[src/rtl/round_robin_dispatcher_pkg.sv]
// round_robin_dispatcher_pkg: shared helpers for the round-robin dispatcher slice.
package round_robin_dispatcher_pkg;

   // Bits needed to index n channels, never less than one.
   function automatic int unsigned index_width(input int unsigned n);
      for (int unsigned w = 1; w < 32; w++) begin
         if ((32'd1 << w) >= n) return w;
      end
      return 32;
   endfunction

endpackage

[src/rtl/round_robin_dispatcher_select.sv]
// round_robin_dispatcher_select: picks the target channel for the buffered word.
// ROUND_ROBIN_DISPATCHER_SKIP_BUSY_EN selects work-conserving instead of strict rotation.
module round_robin_dispatcher_select #(
   parameter int unsigned SIZE      = 4,
   parameter int unsigned SIZE_LOG2 = 2
) (
   input  logic [SIZE_LOG2-1:0] pointer,
   input  logic                 buffer_valid,
`ifdef ROUND_ROBIN_DISPATCHER_SKIP_BUSY_EN
   input  logic [SIZE-1:0]      output_ready,
`endif
   output logic [SIZE-1:0]      output_valid,
   output logic [SIZE_LOG2-1:0] served
);

`ifdef ROUND_ROBIN_DISPATCHER_SKIP_BUSY_EN
   logic                 found;
   logic [SIZE_LOG2:0]   slot;

   // Wrapped upward scan from pointer; same grant as rotate/priority/rotate-back.
   always_comb begin
      output_valid = '0;
      served       = pointer;
      found        = 1'b0;
      slot         = '0;
      for (int unsigned k = 0; k < SIZE; k++) begin
         slot = {1'b0, pointer} + (SIZE_LOG2+1)'(k);
         if (slot >= (SIZE_LOG2+1)'(SIZE)) slot = slot - (SIZE_LOG2+1)'(SIZE);
         if (!found && output_ready[slot[SIZE_LOG2-1:0]]) begin
            found                               = 1'b1;
            served                              = slot[SIZE_LOG2-1:0];
            output_valid[slot[SIZE_LOG2-1:0]]   = buffer_valid;
         end
      end
   end
`else
   always_comb begin
      output_valid          = '0;
      output_valid[pointer] = buffer_valid;
      served                = pointer;
   end
`endif

endmodule

[src/rtl/round_robin_dispatcher.sv]
// round_robin_dispatcher: fans one valid/ready stream out to SIZE channels in rotating order.
// Define ROUND_ROBIN_DISPATCHER_SKIP_BUSY_EN for work-conserving (skip busy channel) selection.
module round_robin_dispatcher
   import round_robin_dispatcher_pkg::*;
#(
   parameter int unsigned WIDTH = 8,
   parameter int unsigned SIZE  = 4
) (
   input  logic             clock,
   input  logic             resetn,
   input  logic             input_valid,
   input  logic [WIDTH-1:0] input_data,
   output logic             input_ready,
   output logic [SIZE-1:0]  output_valid,
   output logic [WIDTH-1:0] output_data,
   input  logic [SIZE-1:0]  output_ready
);

   localparam int unsigned SIZE_LOG2 = index_width(SIZE);

   logic                 buffer_valid;
   logic [WIDTH-1:0]     buffer_data;
   logic [SIZE_LOG2-1:0] pointer;
   logic [SIZE_LOG2-1:0] served;
   logic [SIZE_LOG2-1:0] pointer_next;
   logic                 input_transfer;
   logic                 output_transfer;

   round_robin_dispatcher_select #(
      .SIZE      (SIZE),
      .SIZE_LOG2 (SIZE_LOG2)
   ) u_select (
      .pointer      (pointer),
      .buffer_valid (buffer_valid),
`ifdef ROUND_ROBIN_DISPATCHER_SKIP_BUSY_EN
      .output_ready (output_ready),
`endif
      .output_valid (output_valid),
      .served       (served)
   );

   assign output_data     = buffer_data;
   assign output_transfer = |(output_valid & output_ready);
   assign input_ready     = !buffer_valid | output_transfer;
   assign input_transfer  = input_valid & input_ready;
   assign pointer_next    = (served == SIZE_LOG2'(SIZE-1)) ? '0 : served + SIZE_LOG2'(1);

   always_ff @(posedge clock) begin
      if (!resetn) begin
         buffer_valid <= 1'b0;
         buffer_data  <= '0;
         pointer      <= '0;
      end else begin
         if (input_transfer) begin
            buffer_valid <= 1'b1;
            buffer_data  <= input_data;
         end else if (output_transfer) begin
            buffer_valid <= 1'b0;
         end
         if (output_transfer) pointer <= pointer_next;
      end
   end

endmodule
[config.mk]
export PLATFORM = sky130hd
export DESIGN_NAME = round_robin_dispatcher
export DESIGN_NICKNAME = d
export VERILOG_FILES = /design/src/rtl/round_robin_dispatcher_pkg.sv /design/src/rtl/round_robin_dispatcher_select.sv /design/src/rtl/round_robin_dispatcher.sv
export SDC_FILE = /design/constraint.sdc
export NUM_CORES = 1
export LEC_CHECK = 0
export ABC_AREA = 1
export ABC_CLOCK_PERIOD_IN_PS = 1700
export CAP_MARGIN = 40
export CORE_UTILIZATION = 39
export CTS_CLUSTER_SIZE = 14
export DETAILED_ROUTE_END_ITERATION = 8
export PLACE_DENSITY = 0.83
export SLEW_MARGIN = 20
export SYNTH_ARGS = -nofsm -noshare
export SYNTH_HDL_FRONTEND = slang
export SYNTH_HIERARCHICAL = 1
export SYNTH_SLANG_ARGS = --single-unit
export TNS_END_PERCENT = 5
[constraint.sdc]
create_clock -name clock -period 1.7 [get_ports clock]
set_input_delay 0.425 -clock clock [delete_from_list [all_inputs] [get_ports clock]]
set_output_delay 0.425 -clock clock [all_outputs]
set_load 0.005 [all_outputs]
==> results of run 1 <==
[cell usage in the layout (no fill, tap or decap), types with 2 or more instances in the layout]
| cell type | netlist | final |
|---|---|---|
| inv_1 | 13 | 13 |
| clkdlybuf4s50_1 | 0 | 22 |
| nand2_2 | 2 | 4 |
| dfxtp_2 | 0 | 3 |
| a21oi_1 | 2 | 2 |
| nand2_1 | 16 | 14 |
| a21oi_2 | 8 | 8 |
| buf_4 | 2 | 6 |
| dfxtp_1 | 11 | 8 |
| nand3_1 | 8 | 8 |
| dlygate4sd2_1 | 0 | 3 |
| clkbuf_4 | 0 | 3 |
| nor2_2 | 0 | 2 |
| nor2_1 | 15 | 13 |
[area by class of cell]
cell class	count	area, um2	share of cell area [%]
Tap cell	15	18.77	1.974
Clock buffer	4	26.28	2.763
Timing Repair Buffer	34	334.1	35.13
Sequential cell	11	224.0	23.55
Inverter	13	48.80	5.132
Multi-Input combinational cell	55	299.0	31.45
[power by group]
part	internal (mW)	switching, mW
Combinational	0.124	0.0898
Sequential	0.283	0.0176
Clock	0.0908	0.0918
Total	0.499	0.199
[state kept, by name, indices dropped and copies added, names as in the netlist]
signal,flops
pointer,2
buffer_valid,1
output_data,8
[cell usage after synthesis]
master    instances  area share, %
nor2_4            1            1.9
nand2_4           1            1.9
clkbuf_1          1           0.63
buf_2             2            1.7
buf_6             1            1.9
nand2_1          16             10
nand2_2           2            2.1
buf_4             2            2.5
nor2_1           15            9.4
nand3_1           8            6.7
ha_1              1            2.1
dfxtp_1          11             37
inv_1            13            8.2
a21oi_1           2            1.7
o21ai_0           1           0.84
a21oi_2           8             12
[critical path, cell delays in order]
cell and delay (ns):
clkdlybuf4s50_1 0.40, nand2_1 0.08, nand2_2 0.07, nor2_4 0.13, nand2_4 0.06, clkdlybuf4s15_1 0.21
[through the flow]
stage	total power [mW]	instance area [um2]	hold WS [ns]	util, %	cells
final	0.6978	950.9	0.4950	69.60	132
after global routing	0.7464	950.9	0.5168	69.60	132
after CTS	0.6996	945.9	0.5000	69.23	132
after detailed placement	0.5177	912.1	0.4807	66.76	128
after global placement	0.5122	912.1	0.4683	66.76	128
after floorplan	0.4111	598.1	0.4678	-	85
[final timing paths]
check,endpoint,slack (ns),cells after the start
worst max register to register,output_data[4]$_SDFFE_PN0P_,0.29,11
worst min-delay path,output_data[0]$_SDFFE_PN0P_,0.50,2
worst min register to register,output_data[0]$_SDFFE_PN0P_,0.50,2
worst max-delay path,input_ready,-0.09,6
[metal layers]
metal	GRT usage, %	vias to the layer above	wire length, um
li1	-	322	-
met3	3.261	2	92
met2	28.91	26	673
met1	21.38	263	540
met4	12.10	0	11
met5	0	-	0
[cell families after synthesis]
| kind of cell | synth area share [%] |
|---|---|
| compound gates | 14.23 |
| fa+ha+maj | 2.092 |
| buf+inv | 14.85 |
| flops | 36.82 |
| simple gates | 32.01 |
[repair_timing]
item | 4_1_cts | 5_1_grt
setup endpoints to repair | 5 | 2
resized for setup | 11 | 2
cloned | 0 | 0
pin swaps | 2 | 0
==> summary.txt, run 1 <==
Layout
  – Fill count: 113
  – Number of nets in the final layout: 134
  – Count of antenna diodes in the layout: 0
  – Fraction of layout instances using a drive strength above 1: 24.79%
  – Area growth from synthesis to layout: 59.00%

Global routing
  – Maximum number of pins on one net before global-route repair: 18
  – Number of global-route vias before repair: 470
  – Overflow after GRT: 0
  – GRT Util Overall: 17.94%
  – Wire length of the first global-routing pass: 1897 um
  – Antenna violations before repair: 0

Worst setup path
  – Path type of the worst setup path: in2out
  – Reg2Reg Launch Point: pointer[0]$_SDFFE_PN0P_
  – Critical path startpoint category: input port
  – Worst setup path startpoint: output_ready[0]
  – Worst Path Required: 1.27 ns
  – Worst path arrival time: 1.37 ns
  – Critical path capture point type: output pin
  – Crit Path Max Fanout: 2

STA
  – Maximum clock frequency: 557.1 MHz
  – Number of max-slew violations in the final report: 0
  – RSZ-0062 raised after global routing: yes
  – Final setup violation count: 1
  – Period Utilization, post-route: 105.6%
  – Crit path time final: 1.795 ns
  – Slew HR: 77.27%
  – Minimum setup slack in the final design: -0.09496 ns
  – Setup tns final: -0.09496 ns
  – Worst slew pin tran: 0.3399 ns
  – Final count of hold timing violations: 0
  – Post-route clock skew: 0.004756 ns

Placed design
  – Buffers on Ports: 27
  – Post-placement worst setup slack: -0.3642 ns
  – Total half-perimeter wirelength after legalization and detailed placement: 956.6 um
  – Gpl congestion: 0.6190

Clock network
  – Clock slew at reported path FFs: 0.07 ns
  – CTS tree: done
  – Clock Root Buffer: clkbuf_4
  – Clock latency at the later pin of the worst-skew pair: 0.27 ns
  – Num CTS Buffers: 3
  – Number of buffers inserted by post-CTS setup repair: 0
  – Number of sinks handled by clock tree synthesis: 11
  – Maximum clock insertion buffer count: 2
  – Hold buffer count at CTS: 0
  – Number of H-tree levels: 1

Logic synthesis
  – Cells after Synth: 85
  – Yosys synthesis warning count: 6
  – Total standard cell area after synthesis: 598.1 um2
  – Seq/Total Area, Yosys: 36.82%
  – Syn_area_per_cell: 7.036 um2
  – Register bit total from synthesis: 11
  – Syn Nets: 101
  – Netlist cell types: 16

Pwr
  – Maximum VDD drop: 0.4172 mV
  – Leakage power: 0.4696 nW
  – Power Density: 733.8 nW/um2

Floorplanning
  – I/O pins: 28
  – Chip height: 41.16 um
  – Row cnt: 13
  – Starting utilization of the core area: 43.77%
  – Floorplan core area: 1366 um2
  – Total die area: 1694 um2
  – Die Width: 41.16 um

Detailed routing
  – Total routed wirelength: 1318 um
  – Routed vias: 613
  – Mean number of vias per cell: 4.644
  – First drt pass iteration count: 4
  – Routed len/inst: 9.985 um
  – Final ANT Viol Nets: 0
  – Remaining design rule violation count: 0
  – Drt initial violations: 5

Run status
  – Run status: finished, violations left
  – Violated checks: negative setup slack

Min path
  – Worst min-delay path class: reg2reg
  – Worst Min Path Start: output_data[0]$_SDFFE_PN0P_

Flow run
  – Total of max-cap violations: 0
No activity file was read; power rests on OpenSTA's default activity.
==> run 2: changes to the inputs <==
- ABC_CLOCK_PERIOD_IN_PS: 1700 -> default
- CAP_MARGIN: 40 -> 30
==> results of run 2 <==
The final DEF is identical to that of run 1; final timing and power are the same.
